<file path="config.mk">
export PLATFORM = sky130hd
export DESIGN_NAME = board_input_conditioner
export DESIGN_NICKNAME = d
export VERILOG_FILES = /design/src/rtl/board_input_conditioner.sv
export SDC_FILE = /design/constraint.sdc
export NUM_CORES = 1
export LEC_CHECK = 0
export BUFFER_PORTS_ARGS = -buffer_cell sky130_fd_sc_hd__buf_4
export CORE_AREA = 3 3 107 109
export CTS_BUF_LIST = sky130_fd_sc_hd__clkbuf_4 sky130_fd_sc_hd__clkbuf_8
export CTS_CLUSTER_DIAMETER = 60
export CTS_CLUSTER_SIZE = 12
export DETAILED_ROUTE_END_ITERATION = 8
export DIE_AREA = 0 0 110 112
export PLACE_DENSITY = 0.67
export SETUP_SLACK_MARGIN = 0.05
export SYNTH_ARGS = -nofsm -noshare
export SYNTH_HDL_FRONTEND = slang
export SYNTH_SLANG_ARGS = --single-unit
</file>
<file path="constraint.sdc">
create_clock -name clk_i -period 5.55 [get_ports clk_i]
set_input_delay 0.8325 -clock clk_i [delete_from_list [all_inputs] [get_ports clk_i]]
set_output_delay 0.8325 -clock clk_i [all_outputs]
set_load 0.03 [all_outputs]
</file>
<file path="src/rtl/board_input_conditioner.sv">
// rtl/board_input_conditioner.sv - synchroniser, shared-tick debouncer, rise/irq/switch-change pulses
module board_input_conditioner #(
    parameter int SW_WIDTH     = 16,
    parameter int SYNC_STAGES  = 2,
    parameter int TICK_DIV     = 250000,
    parameter int STABLE_TICKS = 4,
    parameter int IRQ_LEN      = 8
) (
    input  logic                clk_i,
    input  logic                arst_i,
    input  logic                btn_i,
    input  logic [SW_WIDTH-1:0] sw_i,
    output logic                btn_o,
    output logic                btn_rise_o,
    output logic                irq_o,
    output logic [SW_WIDTH-1:0] sw_o,
    output logic                sw_changed_o
);

    // Channel 0 is the button, channels 1..SW_WIDTH are the switches.
    localparam int N     = SW_WIDTH + 1;
    localparam int DIV_W = (TICK_DIV > 1) ? $clog2(TICK_DIV) : 1;
    localparam int CNT_W = $clog2(STABLE_TICKS + 1);
    localparam int IRQ_W = $clog2(IRQ_LEN + 1);

    localparam logic [DIV_W-1:0] DIV_LAST = DIV_W'(TICK_DIV - 1);
    localparam logic [CNT_W-1:0] CNT_LAST = CNT_W'(STABLE_TICKS - 1);
    localparam logic [IRQ_W-1:0] IRQ_LOAD = IRQ_W'(IRQ_LEN);

    logic [N-1:0]     sync_q [SYNC_STAGES];
    logic [N-1:0]     s;
    logic [DIV_W-1:0] div_q;
    logic             tick;
    logic [N-1:0]     level_q;
    logic [N-1:0]     level_d;
    logic [CNT_W-1:0] cnt_q [N];
    logic [CNT_W-1:0] cnt_d [N];
    logic             rise_q;
    logic             rise_d;
    logic             changed_q;
    logic             changed_d;
    logic [IRQ_W-1:0] irq_cnt_q;

    // Synchroniser chain for all channels; only the last stage feeds the debouncer.
    always_ff @(posedge clk_i or posedge arst_i) begin
        if (arst_i) begin
            for (int i = 0; i < SYNC_STAGES; i++) begin
                sync_q[i] <= '0;
            end
        end else begin
            sync_q[0] <= {sw_i, btn_i};
            for (int i = 1; i < SYNC_STAGES; i++) begin
                sync_q[i] <= sync_q[i-1];
            end
        end
    end

    assign s = sync_q[SYNC_STAGES-1];

    // Free-running sample-tick divider shared by every channel.
    always_ff @(posedge clk_i or posedge arst_i) begin
        if (arst_i) begin
            div_q <= '0;
        end else if (tick) begin
            div_q <= '0;
        end else begin
            div_q <= div_q + DIV_W'(1);
        end
    end

    assign tick = (div_q == DIV_LAST);

    // Per-channel acceptance: a mismatch must persist over STABLE_TICKS ticks,
    // and any cycle back at the stable level throws away the partial count.
    always_comb begin
        level_d = level_q;
        for (int i = 0; i < N; i++) begin
            cnt_d[i] = cnt_q[i];
            if (s[i] == level_q[i]) begin
                cnt_d[i] = '0;
            end else if (tick) begin
                if (cnt_q[i] == CNT_LAST) begin
                    level_d[i] = s[i];
                    cnt_d[i]   = '0;
                end else begin
                    cnt_d[i] = cnt_q[i] + CNT_W'(1);
                end
            end
        end
    end

    // Edge detection is taken from the next-state so pulses line up with the level change.
    assign rise_d    = level_d[0] & ~level_q[0];
    assign changed_d = (level_d[N-1:1] != level_q[N-1:1]);

    // Stable levels, counters and pulse registers.
    always_ff @(posedge clk_i or posedge arst_i) begin
        if (arst_i) begin
            level_q   <= '0;
            rise_q    <= 1'b0;
            changed_q <= 1'b0;
            for (int i = 0; i < N; i++) begin
                cnt_q[i] <= '0;
            end
        end else begin
            level_q   <= level_d;
            rise_q    <= rise_d;
            changed_q <= changed_d;
            for (int i = 0; i < N; i++) begin
                cnt_q[i] <= cnt_d[i];
            end
        end
    end

    // IRQ stretcher: loaded with the rise pulse, so a re-press during the stretch just extends it.
    always_ff @(posedge clk_i or posedge arst_i) begin
        if (arst_i) begin
            irq_cnt_q <= '0;
        end else if (rise_d) begin
            irq_cnt_q <= IRQ_LOAD;
        end else if (irq_cnt_q != '0) begin
            irq_cnt_q <= irq_cnt_q - IRQ_W'(1);
        end
    end

    assign btn_o        = level_q[0];
    assign sw_o         = level_q[N-1:1];
    assign btn_rise_o   = rise_q;
    assign sw_changed_o = changed_q;
    assign irq_o        = (irq_cnt_q != '0);

endmodule

</file>
Word level (Yosys, flattened, before mapping)
Cells that the tools add are included.
W data, S select, Z words.
{"block": "totals", "in_bits": 19, "latch_bits": 0, "mem_bits_ro": 0, "ramBits": 0, "word_cells": 205, "mem_count": 0, "out_inout_bits": 20, "ff_bits": 126}
{"block": "classes", "multipliers": 0, "shifts": 0, "bitwise_logic": 2, "reduce_logical": 19, "eq_ne": 36, "div_mod_pow": 0, "mux": 105, "n_lt_le_gt_ge": 0, "n_addsub": 19}
{"op": "$mux W3", "count": 51}
{"op": "$add A3 B1 Y3 const B", "count": 17}
{"op": "$eq A3 B2 Y1 const B", "count": 17}
{"op": "$mux W1", "count": 51}
{"op": "$reduce_bool A2 Y1", "count": 18}
{"op": "$add A18 B1 Y18 const B", "count": 1}
{"op": "$eq A18 B18 Y1 const B", "count": 1}
{"op": "$mux W18", "count": 1}
{"op": "$eq A1 B1 Y1", "count": 17}
{"op": "$ne A16 B16 Y1", "count": 1}
{"op": "$mux W4", "count": 2}
{"op": "$reduce_bool A4 Y1", "count": 1}
{"op": "$sub A4 B1 Y4 const B", "count": 1}
{"op": "$and A1 B1 Y1", "count": 1}
{"op": "$not A1 Y1", "count": 1}

Longest topological paths before layout
Gate-level depths: netlist (run 1).
{"block": "logic_depth", "depth_word": 6, "mapped_depth": 7, "mapped_depth_nobuf": 6}

Worst setup path after synthesis (run 1)
Ideal clock, no wire load.
{"block": "synth_path", "path_kind": "reg-to-output", "start": "register irq_cnt_q[0]", "end": "output port irq_o", "slack_ps": 3482, "t_arrival_ps": 1235, "path_stages_with_launch": 5, "cell_sequence": "dfrtp_1 > inv_1 > ha_1 > nor3b_1 > inv_1"}
{"block": "synth_between", "elab_chain_len": 1}
{"element": "start, declared", "line": "42", "text": "logic [IRQ_W-1:0] irq_cnt_q;"}
{"element": "start signal, assigned", "line": "122", "text": "irq_cnt_q <= irq_cnt_q - IRQ_W'(1);"}
{"element": "$reduce_bool A4 Y1", "line": "130", "text": "assign irq_o = (irq_cnt_q != '0);"}
{"element": "end, declared", "line": "15", "text": "output logic irq_o,"}
No other way between the ends.

Final worst setup path (run 1)
Ends and elaborated chain as after synthesis.

==> flow_summary_export.csv, run 1 <==
group,metric,value,unit
grt,grt_max_degree,69,
setup_path,cp-end-kind,"output pin",
finish,multiInputGateArea,2023,um2
synth,ys_warn_count,0,
sta,skew,0.01049,ns
setup_path,crit_slowest_cell,"nor3b_1",
floorplan,initial_core_util,0.4919,
pwr,combinationalPowerShare,0.023,
sta,relSlewSlack,0.4692,
pwr,power.internal,1.349,mW
pwr,powerDensity,281.8,nW/um2
synth,ys_async_sr_fraction,1.000,
cts,postCtsSetupBuffers,0,
synth,syn_area,5263,um2
finish,nFillCells,929,
setup_path,cp_data_required_time,4.72,ns
detailed_routing,met1Wirelength,4.405,mm
detailed_routing,vias,3553,
setup_path,critPathMaxFanout,4,
outcome,status,"finished clean",
cts,post_cts_resized,0,
setup_path,crit_type,"reg2out",
synth,yosysSeqAreaShare,0.5991,
cts,cts_root_buffer,"clkbuf_8",
cts,clkTransAtPathRegs,0.07,ns
pwr,p_seq_frac,0.549,
detailed_routing,via_per_inst,5.233,
cts,clockBufferDepth,2,
hold_path,min_delay_path_depth,0,
detailed_routing,dr_wl_met3,296,um
setup_path,worstReg2RegEnd,"cnt_q[15]",
synth,ys.flop_type,"dfrtp_1",
detailed_routing,drc_errors,0,
floorplan,io-pin-count,39,
setup_path,rrSetupSlack,3.10,ns
setup_path,crit_buf_inv,3,
hold_path,min-delay-start,"sync_q[30]",
detailed_routing,postRouteAntennaNets,0,
pwr,ir_drop,0.1594,mV
detailed_routing,top_layer_used,"met4",
synth,synth.avg_cell_area,10.96,um2
grt,grt_usage,0.1671,
setup_path,cp-start-kind,"flop",
setup_path,reg2reg_from,"div_q[13]",
sta,rsz0062_at_grt,"no",
finish,synthToLayoutAreaGrowth,15.00,%
floorplan,die_y,112,um
cts,cts_buffers,17,
sta,setup_violations,0,
pwr,p_leak,2.858,nW
cts,clock_latency,0.42,ns
pwr,p_sw,0.3569,mW
sta,finalSetupTns,0,ns
finish,regArea,3153,um2
setup_path,cp_top_family,"simple AND/OR/NAND/NOR gates",
flow_run,cap_viol_max_count,0,
setup_path,crit_top_cell,"inv_1",
synth,syn_inst,480,
grt,antenna_found_initial,0,
floorplan,core.rowCount,38,
detailed_routing,wl_per_cell,13.57,um
hold_path,worstHoldPathType,"reg2reg",
setup_path,r2r_cells,5,
setup_path,slowest_delay,0.47,ns
placement,dp_hpwl,6.151,mm
sta,hold_violations,0,
cts,cts_tree,"built",
placement,numPortBuffers,38,
finish,nets,565,
placement,place_congestion,0.7737,
cts,htree_levels,4,
cts,ctsHoldBuffers,0,
detailed_routing,drt_pass1_iterations,4,
detailed_routing,drt_iter0_markers,180,
grt,grt_pass1_vias,3581,
setup_path,worst-path-stages,5,
sta,period_minus_slack,2.634,ns
detailed_routing,wl_met2,4.340,mm
pwr,switching_share,0.2092,
placement,place_area,5684,um2
finish,layout-drive-gt1-share,0.1447,
detailed_routing,routed_wl,9.214,mm
cts,cts.sinks,126,
floorplan,die_area,12320,um2
setup_path,crit_arrival,1.80,ns
sta,worst_pin_slew,0.7962,ns
synth,synth.distinct_cells,37,
hold_path,hold-path-endpoint,"s[13]",
synth,synth_edf_count,0,
synth,synth_nets,518,
finish,antenna_cells,0,
setup_path,path_cells,"inv_1 -> ha_1 -> nor3b_1 -> inv_1 -> buf_4",
sta,fmax,0.3797,GHz
synth,synth-seq-cells,126,
pwr,p_clk_frac,0.428,
floorplan,core-area,10700,um2
sta,maxSlewViolCount,0,
grt,grt_pass1_wl,16.18,mm
floorplan,die_w,110,um
finish,design_area,6052,um2
grt,grt_overflow,0,
sta,fin_crit_sh,0.4746,
synthesized netlist by cell type (3+ instances only):
library cell | count | area, um2
nand4_1 | 3 | 18.77
ha_1 | 19 | 237.7
nor2b_1 | 17 | 106.4
o22ai_1 | 5 | 31.28
xnor2_1 | 25 | 219.0
inv_1 | 6 | 22.52
nand3_1 | 36 | 180.2
nand2b_1 | 35 | 219.0
nor2_1 | 16 | 60.06
dfrtp_1 | 126 | 3153
a21oi_1 | 54 | 270.3
o21ai_0 | 16 | 80.08
buf_2 | 5 | 25.02
clkbuf_1 | 6 | 22.52
xor2_1 | 7 | 61.31
nand2_1 | 61 | 229.0
or3_1 | 18 | 112.6
power groups by stage:
stage / clock network [mW] / registers (mW) / logic (mW)
after floorplan: 0 / 0.953 / 0.0237
after global placement: 0 / 0.954 / 0.0407
after detailed placement: 0 / 0.954 / 0.0412
after CTS: 0.750 / 0.937 / 0.0413
after global routing: 0.793 / 0.937 / 0.0453
final: 0.729 / 0.937 / 0.0395
worst reg2reg max path, stage by stage, from the launching register on:
cell and delay (ns):
dfrtp_1 0.44, nor4b_2 0.30, nand2_1 0.13, or4_4 0.85, or3_1 0.46, a21oi_1 0.18
cell usage in the layout, fill, tap and decap left out, types with 4 or more instances in the layout:
master	netlist	layout
a21oi_1	54	54
buf_4	0	41
clkbuf_4	0	4
clkbuf_8	0	20
clkinv_2	0	5
dfrtp_1	126	126
ha_1	19	19
inv_1	6	5
nand2_1	61	61
nand2b_1	35	35
nand3_1	36	36
nor2_1	16	16
nor2b_1	17	17
o21ai_0	16	16
o22ai_1	5	5
or3_1	18	18
xnor2_1	25	25
xor2_1	7	7
sequential cells by signal, summed over array words and instances, names as in the netlist:
signal        cells
s                17
div_q            18
irq_cnt_q         4
cnt_q            51
btn_rise_o        1
sw_changed_o      1
sync_q           17
level_q          17
cell type report:
class	instances	share of cell area
inverters	6	0.004135
repair buffers	41	0.05086
clock inverters	7	0.01034
clock buffers	24	0.05044
flip-flops and latches	126	0.5210
well taps	140	0.02894
multi-input cells	335	0.3343
layer usage:
layer  track usage  vias up
met2        0.2565       61
met1        0.2231     1741
met3       0.04522       17
li1              -     1734
met4       0.07149        0
met5             0        -
logic make-up after synthesis:
kind of cell,count (synthesis),share of synthesized area
multiplexers,3,0.006419
XOR/XNOR,32,0.05326
AND/OR/NAND/NOR,200,0.1971
adder cells (fa/ha/maj),19,0.04517
flip-flops,126,0.5991
AO/OA/AOI/OAI,81,0.08132
buffers and inverters,19,0.01759
how the worst max path moves through the flow:
stage / start / to
2_1_floorplan: arst_i / btn_rise_o
3_3_place_gp: arst_i / cnt_q[19]
3_5_place_dp: div_q[13] / cnt_q[24]
4_1_cts: irq_cnt_q[0] / irq_o
5_1_grt: irq_cnt_q[0] / irq_o
6_report: irq_cnt_q[0] / irq_o
stage by stage:
step | cells | setup slack (ns) | power (mW) | util | hold WS, ns
final | 679 | 2.916 | 1.706 | 0.5657 | 0.3429
after global routing | 679 | 2.711 | 1.775 | 0.5657 | 0.3516
after CTS | 679 | 2.850 | 1.728 | 0.5657 | 0.3488
after detailed placement | 648 | 3.124 | 0.9954 | 0.5313 | 0.3358
after global placement | 648 | 3.191 | 0.9944 | 0.5313 | 0.3332
after floorplan | 480 | 1.362 | 0.9764 | - | 0.3312
(Power assumes the default switching activity.)
==> inputs of run 2 (changes only) <==
--- a/config.mk
+++ b/config.mk
@@ -12,7 +12,7 @@
 export CTS_CLUSTER_SIZE = 12
 export DETAILED_ROUTE_END_ITERATION = 8
 export DIE_AREA = 0 0 110 112
-export PLACE_DENSITY = 0.67
+export PLACE_DENSITY = 0.7
 export SETUP_SLACK_MARGIN = 0.05
 export SYNTH_ARGS = -nofsm -noshare
 export SYNTH_HDL_FRONTEND = slang
==> constraint.sdc (replaced) <==
create_clock -name clk_i -period 2.15 [get_ports clk_i]
set_input_delay 0.3225 -clock clk_i [delete_from_list [all_inputs] [get_ports clk_i]]
set_output_delay 0.3225 -clock clk_i [all_outputs]
set_load 0.03 [all_outputs]
==> run 2 against run 1 <==
Net effect:
- total power rose to 2.8 times the previous value
- first-iteration DRC count up 40%
- count of clock-buffer cells in the layout down 2
- clock power rose to 3.0 times the previous value
- register-to-register slack worse by 3.1 ns
- hold slack worse by 0.32 ns
- via count up 4.6%
- critical endpoint is now cnt_q[48]
==> flow_summary_export.csv, run 2 (synthesized netlist as in run 1, its figures left out) <==
group,metric,value,unit
grt,antenna_found_initial,0,
floorplan,initial_core_util,0.4919,
cts,clkTransAtPathRegs,0.07,ns
grt,grt_pass1_vias,3841,
cts,clockBufferDepth,2,
placement,place_ws,-0.01899,ns
setup_path,cp-start-kind,"flop",
grt,grt_pass1_wl,17.31,mm
setup_path,crit_arrival,2.46,ns
detailed_routing,drc_errors,0,
cts,cts.sinks,126,
sta,maxSlewViolCount,0,
pwr,powerDensity,705.8,nW/um2
sta,worst_pin_slew,0.4675,ns
setup_path,cp_data_required_time,2.50,ns
sta,hold_violations,0,
placement,dp_hpwl,6.445,mm
detailed_routing,drt_iter0_markers,252,
pwr,combinationalPowerShare,0.028,
setup_path,cp-end-kind,"flop",
finish,top_register,"cnt_q",
sta,setup_violations,0,
detailed_routing,wl_per_cell,14.00,um
detailed_routing,routed_wl,10.17,mm
grt,grt_usage,0.1796,
finish,fin_util,0.6235,
detailed_routing,via_per_inst,5.117,
finish,synthToLayoutAreaGrowth,26.75,%
setup_path,critPathMaxFanout,14,
finish,antenna_cells,0,
cts,cts_buffers,17,
detailed_routing,vias,3715,
floorplan,die_w,110,um
finish,nFillCells,792,
setup_path,crit_type,"reg2reg",
floorplan,die_area,12320,um2
finish,mostFrequentLayoutCell,"dfrtp_1",
grt,grt_max_degree,90,
pwr,p_seq_frac,0.514,
placement,numPortBuffers,38,
pwr,switching_share,0.2054,
pwr,p_leak,3.152,nW
hold_path,worstHoldPathType,"in2async",
finish,layout-drive-gt1-share,0.2116,
sta,skew,0.01097,ns
sta,worst_slack,0.04406,ns
finish,largest_register_ffs,51,
pwr,p_clk_frac,0.458,
sta,relSlewSlack,0.6883,
detailed_routing,postRouteAntennaNets,0,
sta,rsz0062_at_grt,"yes",
sta,fmax,0.4748,GHz
pwr,power.internal,3.741,mW
floorplan,io-pin-count,39,
floorplan,core-area,10700,um2
sta,period_minus_slack,2.106,ns
outcome,status,"finished clean",
placement,place_congestion,0.7419,
cts,cts_root_buffer,"clkbuf_8",
finish,top_regs,"cnt_q: 51 flops, div_q: 18 flops",
flow_run,cap_viol_max_count,0,
pwr,p_sw,0.9668,mW
cts,clock_latency,0.42,ns
finish,final_cell_mix,"dfrtp_1 (126), buf_4 (62), nand2_1 (60)",
sta,fin_crit_sh,0.9795,
floorplan,die_y,112,um
cts,htree_levels,4,
grt,grt_overflow,0,
floorplan,core.rowCount,38,
finish,nets,612,
pwr,ir_drop,0.4358,mV
detailed_routing,drt_pass1_iterations,4,
cts,cts_tree,"built",
run 2: cell types whose count changed in the layout (fill, tap and decap cells not counted), sizes merged, moves of 2 or more:
cell,before,now
buf,41,69
dlygate4sd3,0,17
clkinvlp,1,5
clkinv,5,2
bufinv,1,3
run 2: cell type report:
cell class | count | area, um2 | area share
well taps | 140 | 175.2 | 0.02626
inverters | 6 | 26.28 | 0.003939
repair buffers | 88 | 789.5 | 0.1184
clock inverters | 9 | 133.9 | 0.02007
clock buffers | 22 | 296.5 | 0.04446
flip-flops and latches | 126 | 3153 | 0.4727
multi-input cells | 335 | 2096 | 0.3142
run 2: timing repair:
action	in CTS	in global routing
cloned	1	1
endpoints found under the hold margin	17	0
hold buffers	17	0
resized for setup	2	27
buffers inserted	4	3
pin swaps	1	4
endpoints found under the setup margin	20	50
run 2: final timing paths:
| kind | from | to | slack [ns] | depth (start not counted) |
|---|---|---|---|---|
| setup / recovery | div_q[9] | cnt_q[48] | 0.04 | 6 |
| setup reg to reg | div_q[9] | cnt_q[48] | 0.04 | 6 |
| min in group clk_i | sync_q[27] | s[10] | 0.34 | 0 |
| hold reg to reg | sync_q[27] | s[10] | 0.34 | 0 |
| max in group asynchronous | arst_i | cnt_q[41] | 1.74 | 3 |
| hold / removal | arst_i | cnt_q[8] | 0.03 | 3 |
run 2: stage by stage:
| step | power [mW] | hold slack [ns] | cells | cell area [um2] | TNS [ns] |
|---|---|---|---|---|---|
| final | 4.708 | 0.02624 | 726 | 6670 | 0 |
| after global routing | 4.912 | 0.03568 | 726 | 6670 | -0.4713 |
| after CTS | 4.769 | 0.03651 | 722 | 6541 | 0 |
| after detailed placement | 2.574 | 0.3347 | 669 | 5868 | -0.06460 |
| after global placement | 2.571 | 0.3323 | 669 | 5868 | 0 |
| after floorplan | 2.521 | 0.3312 | 480 | 5266 | 0 |
run 2: power groups by stage:
stage	logic [mW]	clock network (mW)	registers (mW)
floorplan	0.0617	0	2.46
global placement	0.110	0	2.46
detailed placement	0.111	0	2.46
CTS	0.135	2.22	2.42
global route	0.150	2.34	2.42
finish	0.132	2.16	2.42
run 2: layer usage:
layer,GRT usage,wire length (um)
met1,0.2353,4594
met2,0.2832,5144
met3,0.04986,357
met4,0.06899,70
met5,0,0
run 2: worst max-delay path: stages, from the launching register on:
cell and delay (ns):
dfrtp_1 0.39, nor4_2 0.30, nand2_1 0.12, or4_4 0.54, buf_6 0.18, or3_1 0.37, a21oi_2 0.15
==> inputs of run 3 (changes only) <==
--- a/config.mk
+++ b/config.mk
@@ -6,12 +6,13 @@
 export NUM_CORES = 1
 export LEC_CHECK = 0
 export BUFFER_PORTS_ARGS = -buffer_cell sky130_fd_sc_hd__buf_4
-export CORE_AREA = 3 3 107 109
+export CAP_MARGIN = 40
+export CORE_AREA = 3 3 137 86
 export CTS_BUF_LIST = sky130_fd_sc_hd__clkbuf_4 sky130_fd_sc_hd__clkbuf_8
 export CTS_CLUSTER_DIAMETER = 60
 export CTS_CLUSTER_SIZE = 12
 export DETAILED_ROUTE_END_ITERATION = 8
-export DIE_AREA = 0 0 110 112
+export DIE_AREA = 0 0 140 89
 export PLACE_DENSITY = 0.7
 export SETUP_SLACK_MARGIN = 0.05
 export SYNTH_ARGS = -nofsm -noshare
==> run 3 against run 2 <==
Net effect:
- the flow now finishes with violations (setup timing)
- sequential power about the same
- setup slack worse by 0.074 ns
- count of clock-buffer cells in the layout up 4
- clock skew down 0.0028 ns
==> flow_summary_export.csv, run 3 (synthesized netlist as in run 1, its figures left out) <==
group,metric,value,unit
cts,cts_root_buffer,"clkbuf_8",
floorplan,initial_core_util,0.5001,
cts,htree_levels,4,
detailed_routing,drc_errors,0,
outcome,violations,"setup timing",
placement,place_ws,-0.01730,ns
setup_path,r2r_cells,6,
cts,clockBufferDepth,2,
finish,synthToLayoutAreaGrowth,26.41,%
setup_path,cp-end-kind,"flop",
finish,layout-drive-gt1-share,0.2058,
pwr,p_leak,3.149,nW
finish,fin_cells,722,
sta,fmax,0.4588,GHz
sta,period_minus_slack,2.179,ns
detailed_routing,via_per_inst,5.241,
placement,place_congestion,0.7663,
floorplan,die_area,12460,um2
finish,nets,609,
outcome,status,"complete, but fails checks",
grt,grt_pass1_wl,18.44,mm
sta,maxSlewViolCount,0,
cts,cts.sinks,126,
sta,hold_violations,0,
cts,clkTransAtPathRegs,0.07,ns
sta,worst_pin_slew,0.4081,ns
cts,clock_latency,0.44,ns
finish,top_register,"cnt_q",
finish,nFillCells,828,
pwr,ir_drop,0.5459,mV
sta,fin_crit_sh,1.014,
grt,grt_overflow,0,
setup_path,reg2reg_from,"div_q[10]",
detailed_routing,vias,3784,
placement,numPortBuffers,38,
setup_path,worstReg2RegEnd,"cnt_q[15]",
detailed_routing,routed_wl,10.58,mm
setup_path,rrSetupSlack,-0.03,ns
floorplan,io-pin-count,39,
sta,rsz0062_at_grt,"yes",
sta,skew,0.008172,ns
flow_run,cap_viol_max_count,0,
floorplan,core.rowCount,29,
finish,multiInputGateArea,2101,um2
grt,grt_max_degree,67,
detailed_routing,drt_iter0_markers,218,
sta,setup_violations,8,
hold_path,hold-path-endpoint,"s[12]",
floorplan,die_w,140,um
finish,regArea,3153,um2
cts,cts_tree,"built",
setup_path,critPathMaxFanout,15,
sta,worst_slack,-0.02946,ns
floorplan,core-area,10520,um2
hold_path,min_delay_path_depth,0,
floorplan,die_y,89,um
grt,grt_usage,0.1878,
finish,mostFrequentLayoutCell,"dfrtp_1",
grt,grt_pass1_vias,3842,
placement,dp.cells,665,
setup_path,crit_arrival,2.54,ns
setup_path,cp_data_required_time,2.51,ns
cts,cts_buffers,17,
setup_path,crit_type,"reg2reg",
finish,antenna_cells,0,
detailed_routing,drt_pass1_iterations,5,
pwr,powerDensity,705.1,nW/um2
detailed_routing,postRouteAntennaNets,0,
detailed_routing,wl_per_cell,14.65,um
finish,top_regs,"cnt_q: 51 flops, div_q: 18 flops",
sta,relSlewSlack,0.7260,
hold_path,min-delay-start,"sync_q[29]",
finish,final_cell_mix,"dfrtp_1 (126), nand2_1 (61), buf_4 (60)",
grt,antenna_found_initial,0,
hold_path,worstHoldPathType,"reg2reg",
placement,dp_hpwl,6.656,mm
setup_path,cp-start-kind,"flop",
finish,largest_register_ffs,51,
[run 3: layer usage]
| layer | global-route usage | share of wire | vias to the layer above |
|---|---|---|---|
| met2 | 0.2896 | 0.45 | 63 |
| met3 | 0.05719 | 0.035 | 13 |
| met5 | 0 | 0 | - |
| met1 | 0.2559 | 0.50 | 1885 |
| met4 | 0.06948 | 0.013 | 0 |
| li1 | - | - | 1823 |
[run 3: final cells by class]
type / instances / share of cell area
Tap cell: 139 / 0.02614
Inverter: 6 / 0.003950
Clock inverter: 5 / 0.01166
Multi-Input combinational cell: 335 / 0.3158
Timing Repair Buffer: 85 / 0.1175
Sequential cell: 126 / 0.4740
Clock buffer: 26 / 0.05097
[run 3: critical path, cell delays in order (launching register included)]
cell and delay, ns:
dfrtp_1 0.40, nor4_2 0.30, nand2_1 0.13, or4_4 0.57, buf_12 0.19, or3_1 0.36
a21oi_2 0.16
[run 3: what timing repair did]
action                                  CTS  global route
gates resized for setup                   3            25
pin swaps                                 2             1
setup buffers                             2             4
hold buffers                             18             0
cloned                                    2             0
endpoints found under the hold margin    30             0
endpoints found under the setup margin   24            42
[run 3: worst max path at each step]
| stage | start | end | slack, ns | cells after the start |
|---|---|---|---|---|
| 2_1_floorplan | div_q[13] | cnt_q[27] | 0.13 | 6 |
| 4_1_cts | div_q[10] | cnt_q[12] | 0.0001 | 6 |
| 3_5_place_dp | div_q[10] | cnt_q[12] | -0.02 | 6 |
| 6_report | div_q[10] | cnt_q[15] | -0.03 | 6 |
| 5_1_grt | div_q[10] | cnt_q[24] | -0.09 | 6 |
| 3_3_place_gp | div_q[13] | cnt_q[21] | 0.07 | 6 |
[run 3: power by group]
group | leakage, nW | internal (mW) | switching, mW
combinational | 1.27 | 0.0664 | 0.0734
clock | 0.215 | 1.25 | 0.887
sequential | 1.67 | 2.40 | 0.0158
total | 3.15 | 3.71 | 0.976
[run 3: metrics by stage]
| stage | instance area [um2] | utilization | total power [mW] | TNS, ns | hold slack (ns) |
|---|---|---|---|---|---|
| 6_report | 6653 | 0.6322 | 4.691 | -0.09956 | 0.3483 |
| 5_1_grt | 6653 | 0.6322 | 4.873 | -0.9193 | 0.3589 |
| 4_1_cts | 6553 | 0.6227 | 4.729 | 0 | 0.3498 |
| 3_5_place_dp | 5869 | 0.5578 | 2.579 | -0.01730 | 0.3347 |
| 3_3_place_gp | 5869 | 0.5578 | 2.576 | 0 | 0.3328 |
| 2_1_floorplan | 5266 | - | 2.521 | 0 | 0.3312 |
